[src/rtl/bresenham_stream.sv]
// bresenham_stream: all-octant Bresenham ray rasteriser emitting clipped grid cells as a valid/ready stream
module bresenham_stream #(
    parameter int GRID_W     = 32,
    parameter int GRID_H     = 16,
    parameter int X_BITS     = 5,
    parameter int Y_BITS     = 4,
    parameter int COORD_BITS = 8
) (
    input  logic                  i_clk,
    input  logic                  i_rst_n,
    input  logic                  i_ray_valid,
    output logic                  o_ray_ready,
    input  logic [COORD_BITS-1:0] i_x0,
    input  logic [COORD_BITS-1:0] i_y0,
    input  logic [COORD_BITS-1:0] i_x1,
    input  logic [COORD_BITS-1:0] i_y1,
    input  logic                  i_endpoint_hit,
    output logic                  o_cell_valid,
    input  logic                  i_cell_ready,
    output logic [X_BITS-1:0]     o_x_index,
    output logic [Y_BITS-1:0]     o_y_index,
    output logic                  o_cell_is_free,
    output logic                  o_cell_last,
    output logic                  o_busy,
    output logic                  o_ray_done
);
    localparam int W = COORD_BITS + 2;

    typedef enum logic [1:0] {IDLE, SETUP, EMIT} state_t;

    state_t              r_state, w_next;
    logic signed [W-1:0] r_x, r_y, r_x1, r_y1, r_dx, r_dy, r_err;
    logic                r_sx, r_sy, r_hit, r_done;
    logic signed [W-1:0] w_ddx, w_ddy, w_adx, w_ady, w_err, w_stx, w_sty;
    logic signed [W:0]   w_e2;
    logic                w_inb, w_end, w_step, w_mx, w_my;

    assign w_ddx  = r_x1 - r_x;
    assign w_ddy  = r_y1 - r_y;
    assign w_adx  = w_ddx[W-1] ? -w_ddx : w_ddx;
    assign w_ady  = w_ddy[W-1] ? -w_ddy : w_ddy;
    assign w_inb  = !r_x[W-1] && !r_y[W-1] && ($unsigned(r_x) < W'(GRID_W)) && ($unsigned(r_y) < W'(GRID_H));
    assign w_end  = (r_x == r_x1) && (r_y == r_y1);
    assign w_step = (r_state == EMIT) && (!w_inb || i_cell_ready);
    // e2 carries one extra bit so doubling err can never wrap
    assign w_e2   = $signed({r_err, 1'b0});
    assign w_mx   = w_e2 >= $signed({r_dy[W-1], r_dy});
    assign w_my   = w_e2 <= $signed({r_dx[W-1], r_dx});
    assign w_err  = r_err + (w_mx ? r_dy : '0) + (w_my ? r_dx : '0);
    assign w_stx  = r_sx ? '1 : W'(1);
    assign w_sty  = r_sy ? '1 : W'(1);

    always_comb begin
        w_next = r_state;
        case (r_state)
            IDLE:    if (i_ray_valid) w_next = SETUP;
            SETUP:   w_next = EMIT;
            EMIT:    if (w_step && w_end) w_next = IDLE;
            default: w_next = IDLE;
        endcase
    end

    always_ff @(posedge i_clk or negedge i_rst_n) begin
        if (!i_rst_n) begin
            r_state <= IDLE;
            r_x     <= '0;
            r_y     <= '0;
            r_x1    <= '0;
            r_y1    <= '0;
            r_dx    <= '0;
            r_dy    <= '0;
            r_err   <= '0;
            r_sx    <= 1'b0;
            r_sy    <= 1'b0;
            r_hit   <= 1'b0;
            r_done  <= 1'b0;
        end else begin
            r_state <= w_next;
            r_done  <= w_step && w_end;
            if (r_state == IDLE && i_ray_valid) begin
                r_x   <= {{2{i_x0[COORD_BITS-1]}}, i_x0};
                r_y   <= {{2{i_y0[COORD_BITS-1]}}, i_y0};
                r_x1  <= {{2{i_x1[COORD_BITS-1]}}, i_x1};
                r_y1  <= {{2{i_y1[COORD_BITS-1]}}, i_y1};
                r_hit <= i_endpoint_hit;
            end
            if (r_state == SETUP) begin
                r_dx  <= w_adx;
                r_dy  <= -w_ady;
                r_sx  <= w_ddx[W-1];
                r_sy  <= w_ddy[W-1];
                r_err <= w_adx - w_ady;
            end
            if (w_step && !w_end) begin
                r_err <= w_err;
                if (w_mx) r_x <= r_x + w_stx;
                if (w_my) r_y <= r_y + w_sty;
            end
        end
    end

    assign o_ray_ready    = r_state == IDLE;
    assign o_busy         = r_state != IDLE;
    assign o_cell_valid   = (r_state == EMIT) && w_inb;
    assign o_x_index      = r_x[X_BITS-1:0];
    assign o_y_index      = r_y[Y_BITS-1:0];
    assign o_cell_last    = o_cell_valid && w_end;
    assign o_cell_is_free = (r_state == EMIT) && !(w_end && r_hit);
    assign o_ray_done     = r_done;
endmodule

[config.mk]
export PLATFORM = sky130hd
export DESIGN_NAME = bresenham_stream
export DESIGN_NICKNAME = d
export VERILOG_FILES = /design/src/rtl/bresenham_stream.sv
export SDC_FILE = /design/constraint.sdc
export NUM_CORES = 1
export LEC_CHECK = 0
export ABC_AREA = 1
export CAP_MARGIN = 30
export CORE_UTILIZATION = 36
export DETAILED_ROUTE_END_ITERATION = 8
export SYNTH_ARGS = -nofsm -noshare
export SYNTH_HDL_FRONTEND = slang
export SYNTH_SLANG_ARGS = --single-unit
[constraint.sdc]
create_clock -name i_clk -period 3.7 [get_ports i_clk]
set_input_delay 0.74 -clock i_clk [delete_from_list [all_inputs] [get_ports i_clk]]
set_output_delay 0.74 -clock i_clk [all_outputs]
set_load 0.005 [all_outputs]
==> reports/results.ini <==
[global_route]
track_usage=0.2131
antenna_found_initial=0
overflow=0
globalRouteMet2Util=0.3654
grt_pass1_vias=6740
use_met3=0.02499
grt_max_degree=45
grt_pass1_wl_um=33830
grt-busiest-layer=met2
grtUsageMet1=0.2840

[power_and_ir_drop]
totalPowerFinal_uw=1720
clkPwrFrac=0.508
vdd_ir_drop_max_v=0.0001955
power.net_switching_uw=429.9
seqPwrFrac=0.457
p_int_uw=1290
switching_share=0.2499
cellPowerDensity_nw_per_um2=184.0
leakagePower_uw=0.004747
power_frac_comb=0.034

[setup_path]
cp_max_fo=5
end_kind=flip-flop
critPathSlowestCell=fa_1
crit_path_frequent_cell=nand2_2
r2r_start=r_dx[4]
worstPathRequired_ns=3.93
reg2reg_to=r_err[9]
max_stage_delay_ns=0.53
rr_worst_depth=30
startpoint_type=flip-flop
r2r_slack_ns=-0.16
cp.arrival_ns=4.09
crit_type=reg2reg

[route]
drc=0
wire_per_inst_um=14.63
drtAntennaViolNets=0
vias=7071
via_per_inst=4.890
first_pass_iters=5
dr.first_iter.drc_count=417
drt_wl_total_um=21150

[synthesis]
synthCells=1038
synth_seq_area_share=0.2504
syn_avg_cell_area_um2=6.931
ys_warn_count=0
synth-seq-cells=72
syn-num-nets=1164
yosysTopAreaCell=dfrtp_1
synthFlopType=dfrtp_1
synth.most_common_cell=nand2_1
synth_top_area_frac=0.2504
netlist_area_um2=7194
synth_top_cells_by_area=dfrtp_1, nand2_1, ha_1, inv_1, fa_1
synth-edff-count=0
async_flop_share=1.000
synth_cell_types=48
synth_commonest_cells=nand2_1, inv_1, ha_1, dfrtp_1, nor2_1

[outcome]
violations=setup timing
status=finished, violations left

[floorplanning]
die_h_um=143.4
ioPinCount=52
die_w_um=143.4
rows=51
coreArea_um2=19530
initial_utilization=0.3684
die_area_um2=20550

[timing]
min_period_ns=3.864
worst_pin_slew_ns=0.8156
hold_viol_final=0
fin_ws_ns=-0.1637
drv_slew=0
skew_ns=0.01035
setup_viol=4
relSlewSlack=0.4557
rsz0062_at_grt=true
fin_crit_sh=1.044
clock.fmax_ghz=0.2588

[place]
hpwl_um=16290
dp_cells=1410
dp_slack_ns=-0.04983
place_congestion=0.9164
place_area_um2=8512
port_buffers=51

[cts]
clock_latency_ns=0.35
cts_tree=yes
cts_sinks=72
clk_pin_slew_worst_paths_ns=0.07
htree_levels=3
cts-root-buf=clkbuf_16
cts_made_buffers=9
clockBufferDepth=2

[final_layout]
num-nets-final=1302
drive_above_1_share=0.2041
nFillCells=1992
fin_cells=1446
diodes=0
final_area_um2=9350
area_growth_pct=29.97

[worst_hold_path]
hold_path.class=in2async

[job]
drv_cap=0

## how the worst max path moves through the flow
stage,slack [ns],from,cells after the start,endpoint
floorplan,0.12,r_dx[9],31,r_err[7]
global placement,0.02,r_y1[0],26,r_err[9]
detailed placement,-0.05,r_err[9],25,r_err[8]
CTS,-0.01,r_dx[9],29,r_err[7]
global route,-0.40,r_dx[4],30,r_err[7]
finish,-0.16,r_dx[4],30,r_err[9]
## layout by cell type, fill, tap and decap left out, types with 4 or more instances in the layout
cell	count
inv_1	146
a21oi_2	9
nand2_1	285
clkdlybuf4s50_1	50
xor2_1	21
o21ai_0	52
nor3_1	8
nor2_1	60
nand2_4	6
ha_1	57
buf_4	100
nand3_2	10
clkbuf_16	9
fa_2	4
nor2_2	10
fa_1	11
nand3_1	54
dfrtp_1	69
a31oi_1	5
nor2_4	4
o211ai_1	15
xnor2_1	11
inv_2	17
o21ai_1	11
nand4_1	13
nand3b_1	8
ha_4	16
o21a_1	4
a21oi_1	45
nand2_2	25
## sequential cells by signal, summed over array words and instances, names as in the netlist, 2 cells and up
| register | count |
|---|---|
| r_err | 10 |
| r_y1 | 8 |
| r_x1 | 8 |
| r_y | 10 |
| r_x | 10 |
| r_state | 2 |
| r_dy | 10 |
| r_dx | 10 |
## routing by layer
layer  wire, um  vias up  share of wire
li1           -     3628              -
met1      10050     3268           0.48
met2       9952      148           0.47
met3        740       27          0.035
met5          0        -              0
met4        408        0          0.019
## power by group through the flow
stage,sequential [uW],clock [uW],combinational [uW]
6_report,787,875,58.8
5_1_grt,786,926,64.9
4_1_cts,787,894,60.8
3_5_place_dp,802,0,60.6
3_3_place_gp,802,0,57.1
2_1_floorplan,802,0,0.00590
## cell type report
cell class | instances | area (um^2) | area share
clock inverters | 7 | 61.31 | 0.006557
inverters | 165 | 621.8 | 0.06651
flip-flops and latches | 72 | 1805 | 0.1931
well taps | 265 | 331.6 | 0.03546
multi-input cells | 776 | 5015 | 0.5363
clock buffers | 9 | 225.2 | 0.02409
repair buffers | 152 | 1290 | 0.1380
## cell families after synthesis
kind of cell / synth area share
AO/OA/AOI/OAI: 0.1250
XOR/XNOR: 0.04487
adder cells (fa/ha/maj): 0.1704
buffers and inverters: 0.1073
flip-flops: 0.2504
AND/OR/NAND/NOR: 0.3019
## worst max-delay path: cells and delay by family (launching register included)
kind | cells | cell delay [ns]
adder cells (fa/ha/maj) | 4 | 1.29
AND/OR/NAND/NOR | 19 | 1.58
buffers and inverters | 6 | 0.40
AO/OA/AOI/OAI | 1 | 0.06
flip-flops | 1 | 0.41
## repair_timing
item / in CTS / in global routing
setup buffers: 9 / 11
hold buffers: 0 / 0
pin swaps: 16 / 33
resized for setup: 26 / 66
endpoints found under the setup margin: 4 / 7
## stage by stage
stage | TNS (ns) | util | hold WS [ns]
6_report | -0.4464 | 0.4789 | 0.3511
2_1_floorplan | 0 | - | 0.4444
3_5_place_dp | -0.08845 | 0.4359 | 0.4698
5_1_grt | -1.429 | 0.4789 | 0.3866
3_3_place_gp | 0 | 0.4345 | 0.4698
4_1_cts | -0.01053 | 0.4594 | 0.3583
(Power assumes the default switching activity.)
